## config.mk

```make
export PLATFORM = sky130hd
export DESIGN_NAME = if_id_skid_flat
export DESIGN_NICKNAME = d
export VERILOG_FILES = /design/src/rtl/if_id_skid_if.sv /design/src/rtl/if_id_skid.sv /design/src/flat_wrapper.sv
export SDC_FILE = /design/constraint.sdc
export NUM_CORES = 1
export LEC_CHECK = 0
export BUFFER_PORTS_ARGS = -buffer_cell sky130_fd_sc_hd__buf_4
export CORE_ASPECT_RATIO = 0.5
export CORE_MARGIN = 2
export CORE_UTILIZATION = 50
export CTS_CLUSTER_SIZE = 20
export DETAILED_ROUTE_END_ITERATION = 8
export PLACE_DENSITY = 0.76
export REMOVE_ABC_BUFFERS = 1
export SETUP_SLACK_MARGIN = 0.4
export SLEW_MARGIN = 20
export SYNTH_ARGS = -nofsm -noshare
export SYNTH_HDL_FRONTEND = slang
export SYNTH_SLANG_ARGS = --single-unit
```

## constraint.sdc

```tcl
create_clock -name clk -period 7.3 [get_ports clk]
set_clock_uncertainty 0.05 [all_clocks]
set_input_delay 0.73 -clock clk [delete_from_list [all_inputs] [get_ports clk]]
set_output_delay 0.73 -clock clk [all_outputs]
set_load 0.02 [all_outputs]
```

## src/rtl/if_id_skid_if.sv

```systemverilog
// rtl/if_id_skid_if.sv - handshake bundle between fetch, the IF/ID skid stage and decode
//
// Signals:
//   inValid/inReady/inPC/inInstr   fetch -> stage handshake and payload
//   flush                          discard everything buffered (taken branch)
//   outValid/outReady/outPC/outInstr  stage -> decode handshake and payload
//   outRn/outRm/outRt              register fields of outInstr for the Reg2Loc mux
// Modports: slave (the skid stage), master (fetch/decode side driving it)
interface if_id_skid_if #(
   parameter int PC_WIDTH = 64
);
   logic                inValid;
   logic                inReady;
   logic [PC_WIDTH-1:0] inPC;
   logic [31:0]         inInstr;
   logic                flush;
   logic                outValid;
   logic                outReady;
   logic [PC_WIDTH-1:0] outPC;
   logic [31:0]         outInstr;
   logic [4:0]          outRn;
   logic [4:0]          outRm;
   logic [4:0]          outRt;

   modport slave (
      input  inValid, inPC, inInstr, flush, outReady,
      output inReady, outValid, outPC, outInstr, outRn, outRm, outRt
   );

   modport master (
      output inValid, inPC, inInstr, flush, outReady,
      input  inReady, outValid, outPC, outInstr, outRn, outRm, outRt
   );
endinterface

```

## src/rtl/if_id_skid.sv

```systemverilog
// rtl/if_id_skid.sv - two-entry IF/ID pipeline register with skid buffer
//
// Optional feature macro: IF_ID_STALL_CNT_EN adds the stallCount output.
// Ports:
//   clk         rising-edge clock
//   reset       asynchronous active-high reset
//   bus         if_id_skid_if.slave: fetch handshake, flush, decode handshake,
//               decoded register fields outRn/outRm/outRt
//   stallCount  (IF_ID_STALL_CNT_EN only) saturating count of cycles with
//               inValid=1 and inReady=0; cleared by reset only
module if_id_skid #(
   parameter int PC_WIDTH = 64
) (
   input  logic        clk,
   input  logic        reset,
   if_id_skid_if.slave bus
`ifdef IF_ID_STALL_CNT_EN
   ,
   output logic [31:0] stallCount
`endif
);

   typedef enum logic [1:0] {EMPTY, ONE, TWO} state_t;

   // Skid validity is implied by state TWO; head validity is mirrored in
   // out_valid_q so outValid comes straight from a flop.
   state_t              state_q;
   logic                out_valid_q;
   logic                in_ready_q;
   logic [PC_WIDTH-1:0] head_pc_q;
   logic [31:0]         head_instr_q;
   logic [PC_WIDTH-1:0] skid_pc_q;
   logic [31:0]         skid_instr_q;

   logic in_xfer;
   logic out_xfer;

   assign in_xfer  = bus.inValid & in_ready_q;
   assign out_xfer = out_valid_q & bus.outReady;

   always_ff @(posedge clk or posedge reset) begin
      if (reset) begin
         state_q      <= EMPTY;
         out_valid_q  <= 1'b0;
         in_ready_q   <= 1'b1;
         head_pc_q    <= '0;
         head_instr_q <= '0;
         skid_pc_q    <= '0;
         skid_instr_q <= '0;
      end else if (bus.flush) begin
         // Flush wins over any transfer; the presented input is dropped.
         state_q      <= EMPTY;
         out_valid_q  <= 1'b0;
         in_ready_q   <= 1'b1;
         head_pc_q    <= '0;
         head_instr_q <= '0;
         skid_pc_q    <= '0;
         skid_instr_q <= '0;
      end else begin
         case (state_q)
            EMPTY: begin
               if (in_xfer) begin
                  head_pc_q    <= bus.inPC;
                  head_instr_q <= bus.inInstr;
                  out_valid_q  <= 1'b1;
                  state_q      <= ONE;
               end
            end
            ONE: begin
               if (in_xfer && out_xfer) begin
                  head_pc_q    <= bus.inPC;
                  head_instr_q <= bus.inInstr;
               end else if (in_xfer) begin
                  // Decode stalled: park the newcomer and close the input
                  // next cycle, so inReady never looks at outReady.
                  skid_pc_q    <= bus.inPC;
                  skid_instr_q <= bus.inInstr;
                  in_ready_q   <= 1'b0;
                  state_q      <= TWO;
               end else if (out_xfer) begin
                  // Head contents are kept so outPC/outInstr show the last entry.
                  out_valid_q  <= 1'b0;
                  state_q      <= EMPTY;
               end
            end
            TWO: begin
               // inReady is low here, so only an output transfer can happen.
               if (out_xfer) begin
                  head_pc_q    <= skid_pc_q;
                  head_instr_q <= skid_instr_q;
                  in_ready_q   <= 1'b1;
                  state_q      <= ONE;
               end
            end
            default: begin
               state_q     <= EMPTY;
               out_valid_q <= 1'b0;
               in_ready_q  <= 1'b1;
            end
         endcase
      end
   end

   assign bus.inReady  = in_ready_q;
   assign bus.outValid = out_valid_q;
   assign bus.outPC    = head_pc_q;
   assign bus.outInstr = head_instr_q;
   // Register-select fields; Reg2Loc picks Rm on select 0 and Rt on select 1.
   assign bus.outRn    = head_instr_q[9:5];
   assign bus.outRm    = head_instr_q[20:16];
   assign bus.outRt    = head_instr_q[4:0];

`ifdef IF_ID_STALL_CNT_EN
   logic [31:0] stall_cnt_q;

   always_ff @(posedge clk or posedge reset) begin
      if (reset) begin
         stall_cnt_q <= '0;
      end else if (bus.inValid && !in_ready_q && (stall_cnt_q != 32'hFFFF_FFFF)) begin
         stall_cnt_q <= stall_cnt_q + 32'd1;
      end
   end

   assign stallCount = stall_cnt_q;
`endif

endmodule

```

## src/flat_wrapper.sv

```systemverilog
// flat-port wrapper written by rule: the top's interface ports become plain ports
module if_id_skid_flat 
#(
   parameter int PC_WIDTH = 64
)
  (clk, reset, bus_inValid, bus_inPC, bus_inInstr, bus_flush, bus_outReady, bus_inReady, bus_outValid, bus_outPC, bus_outInstr, bus_outRn, bus_outRm, bus_outRt);
  if_id_skid_if #(.PC_WIDTH(PC_WIDTH)) bus_i ();
  input  logic clk;
  input  logic reset;
  input wire logic [$bits(bus_i.inValid)-1:0] bus_inValid;
  input wire logic [$bits(bus_i.inPC)-1:0] bus_inPC;
  input wire logic [$bits(bus_i.inInstr)-1:0] bus_inInstr;
  input wire logic [$bits(bus_i.flush)-1:0] bus_flush;
  input wire logic [$bits(bus_i.outReady)-1:0] bus_outReady;
  output wire logic [$bits(bus_i.inReady)-1:0] bus_inReady;
  output wire logic [$bits(bus_i.outValid)-1:0] bus_outValid;
  output wire logic [$bits(bus_i.outPC)-1:0] bus_outPC;
  output wire logic [$bits(bus_i.outInstr)-1:0] bus_outInstr;
  output wire logic [$bits(bus_i.outRn)-1:0] bus_outRn;
  output wire logic [$bits(bus_i.outRm)-1:0] bus_outRm;
  output wire logic [$bits(bus_i.outRt)-1:0] bus_outRt;
  assign bus_i.inValid = bus_inValid;
  assign bus_i.inPC = bus_inPC;
  assign bus_i.inInstr = bus_inInstr;
  assign bus_i.flush = bus_flush;
  assign bus_i.outReady = bus_outReady;
  assign bus_inReady = bus_i.inReady;
  assign bus_outValid = bus_i.outValid;
  assign bus_outPC = bus_i.outPC;
  assign bus_outInstr = bus_i.outInstr;
  assign bus_outRn = bus_i.outRn;
  assign bus_outRm = bus_i.outRm;
  assign bus_outRt = bus_i.outRt;
  if_id_skid #(.PC_WIDTH(PC_WIDTH)) u_core (.clk(clk), .reset(reset), .bus(bus_i));
endmodule
```

==> results.json <==
{
  "synth.ff_latch_count": 196,
  "grt_pass1_wl_um": 35500,
  "startpoint_type": "register",
  "hold_buffers": 0,
  "cts_tree": "done",
  "portBuffers": 213,
  "crit_buf_inv": 2,
  "clock_path_buffers": 2,
  "grt_setup_unrepaired": "no",
  "max_slew_margin": 0.207,
  "synth_compound_area_frac": 0.246,
  "cp_top_family": "compound AO/OA/AOI/OAI gates",
  "outcome": "finished, final reports clean",
  "synthTopCellsByArea": "dfrtp_1, mux2i_1, a22o_1",
  "antenna_found_initial": 0,
  "fin_crit_sh": 0.450,
  "synth_top_area_share": 0.566,
  "netlist_instances": 705,
  "clock.fmax_mhz": 304,
  "yosys.area_share.simple": 0.00901,
  "wire_per_inst_um": 19.8,
  "die_h_um": 96.8,
  "regArea_mm2": 0.00491,
  "avgSynthCellArea_um2": 12.2,
  "required_ns": 7.53,
  "grt_max_degree": 110,
  "internal_power_mw": 2.51,
  "finalHoldViolations": 0,
  "core_area_mm2": 0.0166,
  "comb_power_share": 0.429,
  "root_buffer": "clkbuf_16",
  "cts_sinks": 196,
  "syn_area_mm2": 0.00861,
  "finalWirelength_um": 21700,
  "grt_usage": 0.240,
  "globalplace.congestion": 0.741,
  "synth_mux_area_frac": 0.113,
  "hold_class": "primary input to async pin",
  "multi_input_area_mm2": 0.00330,
  "switching_share": 0.405,
  "vias": 6520,
  "num_antenna_cells": 0,
  "dieArea_mm2": 0.0184,
  "path_clk_slew_ns": 0.08,
  "crit_chain": "inv_1 > ha_2 > a21boi_2 > a211oi_4 > buf_4 > a21oi_1 > a211oi_1",
  "power.density_mw_per_mm2": 392,
  "die_x_um": 190,
  "synth_edf_count": 0,
  "max_stage_delay_ns": 0.82,
  "dp_hpwl_um": 12500,
  "yosys.area_share.xor_xnor": 0.00102,
  "area_delta_synth_final_pct": 24.8,
  "ys_async_sr_fraction": 1.00,
  "rows": 33,
  "slew_viol_final": 0,
  "cp_slowest_cell": "buf_4",
  "grt_overflow": 0,
  "worstSkewPairLatency_ns": 0.42,
  "ir_drop_mv": 0.246,
  "cts_buffers": 17,
  "synth_top_area_cell": "dfrtp_1",
  "postCtsSetupBuffers": 0,
  "io_pins": 214,
  "crit_arrival_ns": 3.52,
  "path_class": "register to register",
  "cp-end-kind": "register",
  "maxCapViolations": 0,
  "worst_pin_slew_ns": 1.19,
  "power.share.clock": 0.210,
  "first_pass_iters": 4,
  "crit_fanout": 96,
  "synth_cell_types": 28,
  "vias_per_cell": 5.95,
  "setup_viol": 0,
  "synth_ff_type": "dfrtp_1",
  "p_total_mw": 4.22,
  "cts-resized-gates": 0,
  "initial_core_util": 0.519,
  "period_minus_slack_ns": 3.29,
  "seq_power_share": 0.361,
  "drtIter0Drc": 560,
  "fin_tns_setup_ns": 0,
  "seq_area_frac_synth": 0.569,
  "fillers": 1292,
  "nets": 963,
  "synth_fa_ha_area_frac": 0.00726,
  "ys_warn_count": 0,
  "drc": 0,
  "grt_pass1_vias": 6753,
  "synth_top_family_by_area": "compound AO/OA/AOI/OAI gates",
  "h-tree-depth": 4,
  "p_leak_nw": 4.88,
  "drive_gt1_frac": 0.306,
  "p_switching_mw": 1.71,
  "final_antenna_net_count": 0
}
==> routing by layer <==
metal,up-vias,global-route usage,part of all wire
li1,2969,-,-
met1,3333,0.325,0.44
met2,185,0.392,0.50
met3,33,0.0461,0.049
met4,0,0.0781,0.020
met5,-,0,0
==> worst reg2reg max path, delay by kind of cell (launching register included) <==
kind	cells	cell delay (ns)
adder cells (fa/ha/maj)	1	0.52
flip-flops	1	0.39
buffers and inverters	2	0.95
AO/OA/AOI/OAI	4	1.24
==> layout make-up <==
| cell class | instances | share of cell area |
|---|---|---|
| Clock buffer | 17 | 0.0396 |
| Clock inverter | 14 | 0.0111 |
| Inverter | 3 | 0.00175 |
| Multi-Input combinational cell | 416 | 0.307 |
| Sequential cell | 196 | 0.456 |
| Tap cell | 227 | 0.0264 |
| Timing Repair Buffer | 223 | 0.158 |
==> through the flow <==
step | utilization | hold WS (ns) | instance area [µm²] | setup WS (ns) | std cells
after floorplan | - | 0.423 | 8160 | 0.630 | 615
after global placement | 0.613 | 0.437 | 10200 | 4.28 | 1064
after detailed placement | 0.613 | 0.441 | 10200 | 4.16 | 1064
after CTS | 0.646 | 0.417 | 10700 | 4.14 | 1095
after global routing | 0.648 | 0.448 | 10800 | 3.88 | 1096
final | 0.648 | 0.364 | 10800 | 4.01 | 1096
==> cells in the final DEF (no fill, tap or decap), drive strengths merged <==
cell      instances
buf             223
dfrtp           195
a211oi           98
a21oi            97
mux2i            96
a22o             96
clkbuf           17
inv              11
nor2              5
nand2             5
ha                5
clkinvlp          3
nor3              3
clkinv            3
o21ai             1
a21boi            1
and2              1
a41oi             1
xnor2             1
a221oi            1
mux2              1
nand2b            1
o2bb2ai           1
nand3             1
a211o             1
dfstp             1
==> sequential cells by signal (all words and copies together) (netlist names) <==
register             count
u_core.bus.inReady       1
u_core.bus.outInstr     32
u_core.bus.outValid      1
u_core.state_q           2
u_core.skid_instr_q     32
u_core.skid_pc_q        64
u_core.bus.outPC        64
==> path summary, 6_finish.rpt <==
kind                                      start                       to  slack [ns]  cells past startpoint
setup / recovery              u_core.state_q[0]  u_core.bus.outInstr[15]        4.01                      7
hold / removal                            reset     u_core.bus.outPC[39]        0.36                      2
setup reg to reg              u_core.state_q[0]  u_core.bus.outInstr[15]        4.01                      7
hold reg to reg            u_core.skid_pc_q[16]     u_core.skid_pc_q[16]        0.45                      1
max in group asynchronous                 reset  u_core.bus.outInstr[16]        5.53                      3
min in group clk           u_core.skid_pc_q[16]     u_core.skid_pc_q[16]        0.45                      1
==> kinds of logic after synthesis <==
group,after synthesis
xor+xnor,1
mux,97
compound gates,297
buf+inv,93
simple gates,16
flops,196
fa+ha+maj,5
==> Yosys cell counts, types with 2 or more instances <==
cell type / count
a211oi_1: 97
a21oi_1: 97
a22o_1: 96
buf_2: 30
buf_4: 21
clkbuf_1: 39
dfrtp_1: 195
ha_1: 5
inv_1: 3
mux2i_1: 96
nand2_1: 4
nor2_1: 5
nor3_1: 2
==> power groups by stage <==
stage          registers (mW)  clock network, mW  logic (mW)
2_1_floorplan            1.76                  0       0.896
3_3_place_gp             1.53                  0        1.78
6_report                 1.52              0.886        1.81
3_5_place_dp             1.53                  0        1.81
5_1_grt                  1.55              0.959        1.96
4_1_cts                  1.52              0.900        1.81
Note: power is estimated with default switching activity, not from simulation.
